===== config.mk =====
export PLATFORM = sky130hd
export DESIGN_NAME = spi_xfer_sched
export DESIGN_NICKNAME = d
export VERILOG_FILES = /design/src/rtl/spi_xfer_sched.sv
export SDC_FILE = /design/constraint.sdc
export NUM_CORES = 1
export LEC_CHECK = 0
export ABC_AREA = 1
export BUFFER_PORTS_ARGS = -buffer_cell sky130_fd_sc_hd__buf_2
export CAP_MARGIN = 0
export CORE_MARGIN = 8
export CORE_UTILIZATION = 40
export DETAILED_ROUTE_END_ITERATION = 8
export GPL_ROUTABILITY_DRIVEN = 0
export SYNTH_ARGS = -nofsm -noshare
export SYNTH_HDL_FRONTEND = slang
export SYNTH_SLANG_ARGS = --single-unit

===== constraint.sdc =====
create_clock -name clk -period 7.03 [get_ports clk]
set_clock_uncertainty 0.2 [all_clocks]
set_input_delay 1.7575 -clock clk [delete_from_list [all_inputs] [get_ports clk]]
set_output_delay 1.7575 -clock clk [all_outputs]
set_load 0.05 [all_outputs]

===== src/rtl/spi_xfer_sched.sv =====
// Two-requester SPI master scheduler: round-robin grant, per-requester chip select,
// mode-0 MSB-first full-duplex shifting of one W_DATA-bit word per transaction.
module spi_xfer_sched #(
   parameter int W_DATA   = 32,
   parameter int CLK_DIV  = 4,
   parameter int CS_SETUP = 2,
   parameter int CS_HOLD  = 2
) (
   input  logic              clk,
   input  logic              rst,
   input  logic [1:0]        req_i,
   input  logic [W_DATA-1:0] wdata0_i,
   input  logic [W_DATA-1:0] wdata1_i,
   output logic [1:0]        gnt_o,
   output logic [1:0]        done_o,
   output logic [W_DATA-1:0] rdata_o,
   output logic              busy_o,
   output logic              spi_sclk_o,
   output logic              spi_mosi_o,
   input  logic              spi_miso_i,
   output logic [1:0]        spi_cs_n_o
);

   localparam int CNT_MAX_SH = (CS_SETUP > CS_HOLD) ? CS_SETUP : CS_HOLD;
   localparam int CNT_MAX    = (CNT_MAX_SH > CLK_DIV) ? CNT_MAX_SH : CLK_DIV;
   localparam int CNT_W      = $clog2(CNT_MAX + 1);
   localparam int HALF_W     = $clog2(2 * W_DATA + 1);

   localparam logic [CNT_W-1:0]  SETUP_LAST = CNT_W'(CS_SETUP - 1);
   localparam logic [CNT_W-1:0]  HOLD_LAST  = CNT_W'(CS_HOLD - 1);
   localparam logic [CNT_W-1:0]  DIV_LAST   = CNT_W'(CLK_DIV - 1);
   localparam logic [HALF_W-1:0] HALF_END   = HALF_W'(2 * W_DATA);

   typedef enum logic [2:0] {
      ST_IDLE  = 3'd0,
      ST_SETUP = 3'd1,
      ST_SHIFT = 3'd2,
      ST_HOLD  = 3'd3,
      ST_DONE  = 3'd4
   } state_t;

   state_t              state_q;
   logic [CNT_W-1:0]    cnt_q;
   logic [HALF_W-1:0]   half_q;
   logic [W_DATA-1:0]   tx_q;
   logic [W_DATA-1:0]   rx_q;
   logic                idx_q;
   logic                last_q;
   logic [1:0]          gnt_q;
   logic [1:0]          done_q;
   logic [W_DATA-1:0]   rdata_q;
   logic                busy_q;
   logic                sclk_q;
   logic                mosi_q;
   logic [1:0]          cs_n_q;

   logic                pick_d;
   logic [W_DATA-1:0]   sel_wdata_d;
   logic [HALF_W-1:0]   half_d;
   logic [W_DATA-1:0]   rx_d;

   // Arbitration choice and shift helpers; a tie goes to the requester not served last.
   always_comb begin
      pick_d = 1'b0;
      case (req_i)
         2'b10:   pick_d = 1'b1;
         2'b11:   pick_d = ~last_q;
         default: pick_d = 1'b0;
      endcase
      sel_wdata_d = pick_d ? wdata1_i : wdata0_i;
      half_d      = half_q + HALF_W'(1);
      rx_d        = {rx_q[W_DATA-2:0], spi_miso_i};
   end

   // Transaction sequencer. half_q counts SCLK half periods: even halves are high
   // (rising edge at their start), odd halves low; the word ends after 2*W_DATA halves.
   always_ff @(posedge clk or posedge rst) begin
      if (rst) begin
         state_q <= ST_IDLE;
         cnt_q   <= '0;
         half_q  <= '0;
         tx_q    <= '0;
         rx_q    <= '0;
         idx_q   <= 1'b0;
         last_q  <= 1'b1;
         gnt_q   <= 2'b00;
         done_q  <= 2'b00;
         rdata_q <= '0;
         busy_q  <= 1'b0;
         sclk_q  <= 1'b0;
         mosi_q  <= 1'b0;
         cs_n_q  <= 2'b11;
      end else begin
         case (state_q)
            ST_IDLE: begin
               if (req_i != 2'b00) begin
                  state_q <= ST_SETUP;
                  cnt_q   <= '0;
                  idx_q   <= pick_d;
                  gnt_q   <= {pick_d, ~pick_d};
                  cs_n_q  <= {~pick_d, pick_d};
                  busy_q  <= 1'b1;
                  mosi_q  <= sel_wdata_d[W_DATA-1];
                  tx_q    <= {sel_wdata_d[W_DATA-2:0], 1'b0};
                  rx_q    <= '0;
               end
            end
            ST_SETUP: begin
               if (cnt_q == SETUP_LAST) begin
                  state_q <= ST_SHIFT;
                  cnt_q   <= '0;
                  half_q  <= '0;
                  sclk_q  <= 1'b1;
                  rx_q    <= rx_d;
               end else begin
                  cnt_q <= cnt_q + CNT_W'(1);
               end
            end
            ST_SHIFT: begin
               if (cnt_q == DIV_LAST) begin
                  cnt_q  <= '0;
                  half_q <= half_d;
                  if (half_d == HALF_END) begin
                     state_q <= ST_HOLD;
                  end else if (half_d[0]) begin
                     sclk_q <= 1'b0;
                     mosi_q <= tx_q[W_DATA-1];
                     tx_q   <= {tx_q[W_DATA-2:0], 1'b0};
                  end else begin
                     sclk_q <= 1'b1;
                     rx_q   <= rx_d;
                  end
               end else begin
                  cnt_q <= cnt_q + CNT_W'(1);
               end
            end
            ST_HOLD: begin
               if (cnt_q == HOLD_LAST) begin
                  state_q <= ST_DONE;
                  cnt_q   <= '0;
                  cs_n_q  <= 2'b11;
                  done_q  <= gnt_q;
                  rdata_q <= rx_q;
                  last_q  <= idx_q;
                  mosi_q  <= 1'b0;
               end else begin
                  cnt_q <= cnt_q + CNT_W'(1);
               end
            end
            ST_DONE: begin
               state_q <= ST_IDLE;
               gnt_q   <= 2'b00;
               done_q  <= 2'b00;
               busy_q  <= 1'b0;
            end
            default: begin
               state_q <= ST_IDLE;
               gnt_q   <= 2'b00;
               done_q  <= 2'b00;
               busy_q  <= 1'b0;
               sclk_q  <= 1'b0;
               mosi_q  <= 1'b0;
               cs_n_q  <= 2'b11;
            end
         endcase
      end
   end

   assign gnt_o      = gnt_q;
   assign done_o     = done_q;
   assign rdata_o    = rdata_q;
   assign busy_o     = busy_q;
   assign spi_sclk_o = sclk_q;
   assign spi_mosi_o = mosi_q;
   assign spi_cs_n_o = cs_n_q;

endmodule

---- After elaboration in Yosys (flattened, before gate mapping) ----
Cells that the tools add are included.
word-level totals
  register bits after elaboration ......... 120
  latch bits .............................. 0
  bits in writable memories ............... 0
  bits in read-only memories .............. 0
  input bits .............................. 69
  output and inout bits ................... 41
  logic and storage cells ................. 110
  memories kept ........................... 0
operators by class
  add/subtract/negate cells ............... 2
  multipliers ............................. 0
  div/mod/pow operators ................... 0
  order comparisons ....................... 0
  equality and inequality tests ........... 17
  shift-type cells ........................ 0
  mux-type cells .......................... 46
  bitwise gates (word level) .............. 7
  reductions and logical operators ........ 24
operators with widths
  kind                   count
  $mux W32               10
  $pmux W32 S3           1
  $pmux W32 S2           1
  $mux W3                8
  $ne A2 B2 Y1 const B   8
  $mux W7                2
  $pmux W7 S2            1
  $pmux W3 S4            1
  $reduce_and A6 Y1      2
  $reduce_or A3 Y1       4
  $mux W1                10
  $reduce_and A2 Y1      5
  $reduce_and A5 Y1      2
  $eq A3 B2 Y1 const B   3
  $pmux W3 S3            1
  $mux W2                4
  $pmux W2 S2            2
  $add A7 B1 Y7 const B  1
  $eq A7 B7 Y1 const B   1
  $not A1 Y1             7
  $eq A3 B1 Y1 const B   2
  $pmux W2 S3            1
  $reduce_and A3 Y1      2
  $reduce_bool A2 Y1     3
  other kinds (10)       14

---- Longest topological paths before layout ----
  depth in word-level cells ............... 5
  depth in mapped cells ................... 13

---- Worst setup path after synthesis ----
No wires, ideal clock.
  path kind ............................... input to register
  start ................................... input req_i[1]
  end ..................................... register tx_q[10]
  library setup time ...................... 123 ps
  arrival ................................. 2,683 ps
  required time ........................... 6,707 ps
  setup slack ............................. 4,024 ps
  cell stages on the path ................. 9
  buffers on the path ..................... 1
  cells stage by stage .................... nor2_1 inv_1 nor2_1 inv_2 nand2_1 nor3_1 nand2_1 buf_2 o21ai_1
between the ends
  cells in the longest elaborated chain, start to end .. 5
  elaborated cells between the ends (all ways) .. 9
  those cells by class .................... eq/ne: 3; mux: 4; reduce/logical: 2
ends and longest elaborated chain
  item                  line  source
  start, declared       11    input logic [1:0] req_i,
  $eq A2 B2 Y1          65    case (req_i)
  $pmux W1 S2           65
  $mux W32              70    sel_wdata_d = pick_d ? wdata1_i : wdata0_i;
  $mux W32              96    if (req_i != 2'b00) begin
  $pmux W32 S2          94    case (state_q)
  end signal, assigned  104   tx_q <= {sel_wdata_d[W_DATA-2:0], 1'b0};
  end signal, assigned  128   tx_q <= {tx_q[W_DATA-2:0], 1'b0};
  end, declared         45    logic [W_DATA-1:0] tx_q;
Several ways; a longest one is shown, not always the timed one. The select of a mux whose other input is x is not followed.
A chain may end at the register's enable or synchronous reset.

---- Final worst setup path ----
  start ................................... input req_i[1]
  end ..................................... register tx_q[19]
Same word-level chain as after synthesis.

==> impl_metrics.py <==
metrics = {
    "run_status": {
        "status": "complete, no violations",
    },
    "cts": {
        "clock_path_buffers": 2,
        "cts.sinks": 119,
        "cts_setup_buffers": 0,
        "htree_levels": 4,
        "clkLatencyLatePin_ns": 0.41,
        "numCtsBuffers": 17,
        "cts-resized-gates": 0,
        "cts-root-buf": "clkbuf_16",
        "clkTransAtPathRegs_ns": 0.05,
        "postCtsHoldBufs": 0,
        "tritoncts": "done",
    },
    "setup_path": {
        "required_ns": 7.15,
        "worstPathArrival_ns": 3.58,
        "cp-start-kind": "input pin",
        "critPathKind": "input pin to flop",
        "endpoint_kind": "flop",
        "crit_fanout": 62,
    },
    "power": {
        "p_int_w": 0.00123,
        "powerDensity_nw_per_um2": 225,
        "switchingPower_w": 0.000321,
        "clkPwrFrac": 0.522,
        "ir_drop_mv": 0.170,
        "p_leak_nw": 3.47,
        "sw_frac_of_total": 0.207,
        "power_w": 0.00155,
        "p_comb_frac": 0.034,
        "seqPwrFrac": 0.444,
    },
    "synthesis": {
        "postSynthAreaPerCell_um2": 7.86,
        "synth_flop_cell": "dfrtp_1",
        "synth_xor_area_frac": 0.00153,
        "ys_warn_count": 0,
        "synth_seq_cells": 119,
        "syn-instance-count": 729,
        "synth_top_family_by_area": "simple AND/OR/NAND/NOR gates",
        "synthSimpleGateAreaFrac": 0.284,
        "synthDistinctLibCells": 28,
        "synth_edf_count": 0,
        "synth.net_count": 804,
        "async_flop_share": 1.00,
        "synth_compound_area_frac": 0.107,
        "yosys.area_share.adder": 0.0131,
        "synth_area_um2": 5730,
        "muxShareOfSynthArea": 0,
        "yosysSeqAreaShare": 0.520,
    },
    "sta": {
        "final_max_slew_viol_count": 0,
        "final.setup.tns_ns": 0,
        "hold_violations": 0,
        "relSlewSlack": 0.300,
        "fin_crit_ns": 3.46,
        "fin_crit_sh": 0.492,
        "finalSetupViolCount": 0,
        "setup_slack_ns": 3.57,
        "fmaxAchievable_mhz": 289,
        "hold_ws_ns": 0.265,
        "worstMarginPinSlew_ns": 1.05,
        "rsz0062_at_grt": "no",
    },
    "detailed_routing": {
        "viasPerCell": 4.99,
        "drtAntennaViolNets": 0,
        "dr_total_vias": 5050,
        "drtIter0Drc": 372,
        "drt-total-wl_um": 13800,
        "firstDrtPassIters": 5,
        "drcViolationCount": 0,
        "wl_per_cell_um": 13.6,
    },
    "global_routing": {
        "grt_overflow": 0,
        "grt_pass1_vias": 5104,
        "antenna_found_initial": 0,
        "grt_pass1_wl_um": 23600,
        "grt_usage": 0.157,
        "grt_max_degree": 77,
    },
    "floorplanning": {
        "die_x_um": 136,
        "rows": 43,
        "initial_utilization": 0.411,
        "core_area_um2": 13900,
        "die_h_um": 136,
        "ios": 110,
        "dieArea_um2": 18400,
    },
    "placement": {
        "dp_cells": 981,
        "pre_cts_slack_ns": 3.15,
        "io_buffers": 109,
        "dpl.hpwl_um": 9190,
    },
    "min_path": {
        "min_path_type": "flop to flop",
    },
    "cells_and_area": {
        "drive_above_1_share": 0.198,
        "nFillCells": 1374,
        "nets": 895,
        "final_cell_count_no_fill": 1013,
        "syn2layout_area_growth_pct": 20.5,
        "antenna-diode-count": 0,
    },
    "flow_run": {
        "cap_viol_max_count": 0,
    },
}
registers in the layout, indices dropped and copies added (netlist names):
register	cells
busy_o	1
cnt_q	3
done_o	2
gnt_o	2
half_q	7
idx_q	1
last_q	1
rdata_o	32
rx_q	32
spi_cs_n_o	2
spi_mosi_o	1
spi_sclk_o	1
state_q	3
tx_q	31
logic make-up (layout without fill, tap and decap cells):
logic type	Yosys count	in the layout
xor gates and xnor gates	1	1
AOI/OAI and AO/OA	118	118
DFF	119	119
buffers and inverters	105	209
and+or+nand+nor	380	380
adders and majority gates	6	6
final timing paths:
kind / start / to / slack, ns / depth (start not counted)
min in group asynchronous: rst / rdata_o[5]$_DFFE_PP0P_ / 1.33 / 2
worst min register to register: rx_q[24]$_DFFE_PP0P_ / rx_q[24]$_DFFE_PP0P_ / 0.27 / 2
worst max register to register: state_q[2]$_DFFE_PP0P_ / rx_q[18]$_DFFE_PP0P_ / 4.22 / 8
max in group asynchronous: rst / last_q$_DFFE_PP1P_ / 4.21 / 3
worst max-delay path: req_i[1] / tx_q[19]$_DFFE_PP0P_ / 3.57 / 10
worst min-delay path: rx_q[24]$_DFFE_PP0P_ / rx_q[24]$_DFFE_PP0P_ / 0.27 / 2
layout make-up:
cell class / count / area [um2] / area share
clock buffers: 29 / 510 / 0.0739
clock inverters: 3 / 42.5 / 0.00616
inverters: 63 / 239 / 0.0346
multi-input cells: 505 / 2330 / 0.337
flip-flops and latches: 119 / 2980 / 0.432
well taps: 180 / 225 / 0.0326
repair buffers: 114 / 583 / 0.0844
power by group through the flow:
stage	Clock (W)	Combinational (W)	Sequential (W)
after floorplan	0	0.0000257	0.000702
after global placement	0	0.0000524	0.000701
after detailed placement	0	0.0000541	0.000701
after CTS	0.000827	0.0000542	0.000689
after global routing	0.000860	0.0000611	0.000689
final	0.000810	0.0000524	0.000690
layer usage:
| layer | global-route usage | routed length (um) |
|---|---|---|
| met5 | 0 | 0 |
| met4 | 0.0592 | 158 |
| met3 | 0.0501 | 904 |
| met2 | 0.235 | 5830 |
| met1 | 0.208 | 6880 |
cells in the mapped netlist (2+ instances only):
cell type,n,area share
o21ai_1,50,0.044
nand2_1,233,0.15
nor2_2,5,0.0055
o22ai_1,2,0.0022
nand2_2,3,0.0033
inv_1,53,0.035
buf_2,14,0.012
o21bai_1,3,0.0039
inv_2,10,0.0065
ha_1,6,0.013
buf_4,4,0.0052
clkbuf_1,22,0.014
nand3_1,47,0.041
dfrtp_1,116,0.51
dfstp_2,3,0.014
o21ai_0,56,0.049
nor2_1,51,0.033
buf_1,2,0.0013
a21oi_1,4,0.0035
nor3_1,3,0.0026
nand4_1,35,0.038
placed cells by master (no fill, tap or decap), types with 2 or more instances in the layout:
master       n
a21oi_1      4
buf_2      109
buf_4        5
clkbuf_1     8
clkbuf_16   17
clkbuf_8     4
dfrtp_1    116
dfstp_2      3
ha_1         6
inv_1       52
inv_2       10
nand2_1    232
nand2_2      4
nand3_1     47
nand4_1     35
nor2_1      51
nor2_2       5
nor3_1       3
o21ai_0     56
o21ai_1     50
o21bai_1     3
o22ai_1      2
worst max-delay path: stages:
cell and delay [ns]:
buf_2 0.10, nor2_1 0.22, inv_1 0.09, nor2_1 0.18, inv_2 0.05, nand2_1 0.10
nor3_1 0.07, nand2_2 0.75, nand2_1 0.11, o21ai_1 0.13
metrics by stage:
| stage | util | area, um2 |
|---|---|---|
| 2_1_floorplan | - | 5730 |
| 3_3_place_gp | 0.456 | 6350 |
| 3_5_place_dp | 0.456 | 6350 |
| 4_1_cts | 0.496 | 6910 |
| 5_1_grt | 0.496 | 6910 |
| 6_report | 0.496 | 6910 |
Note: power is estimated with default switching activity, not from simulation.
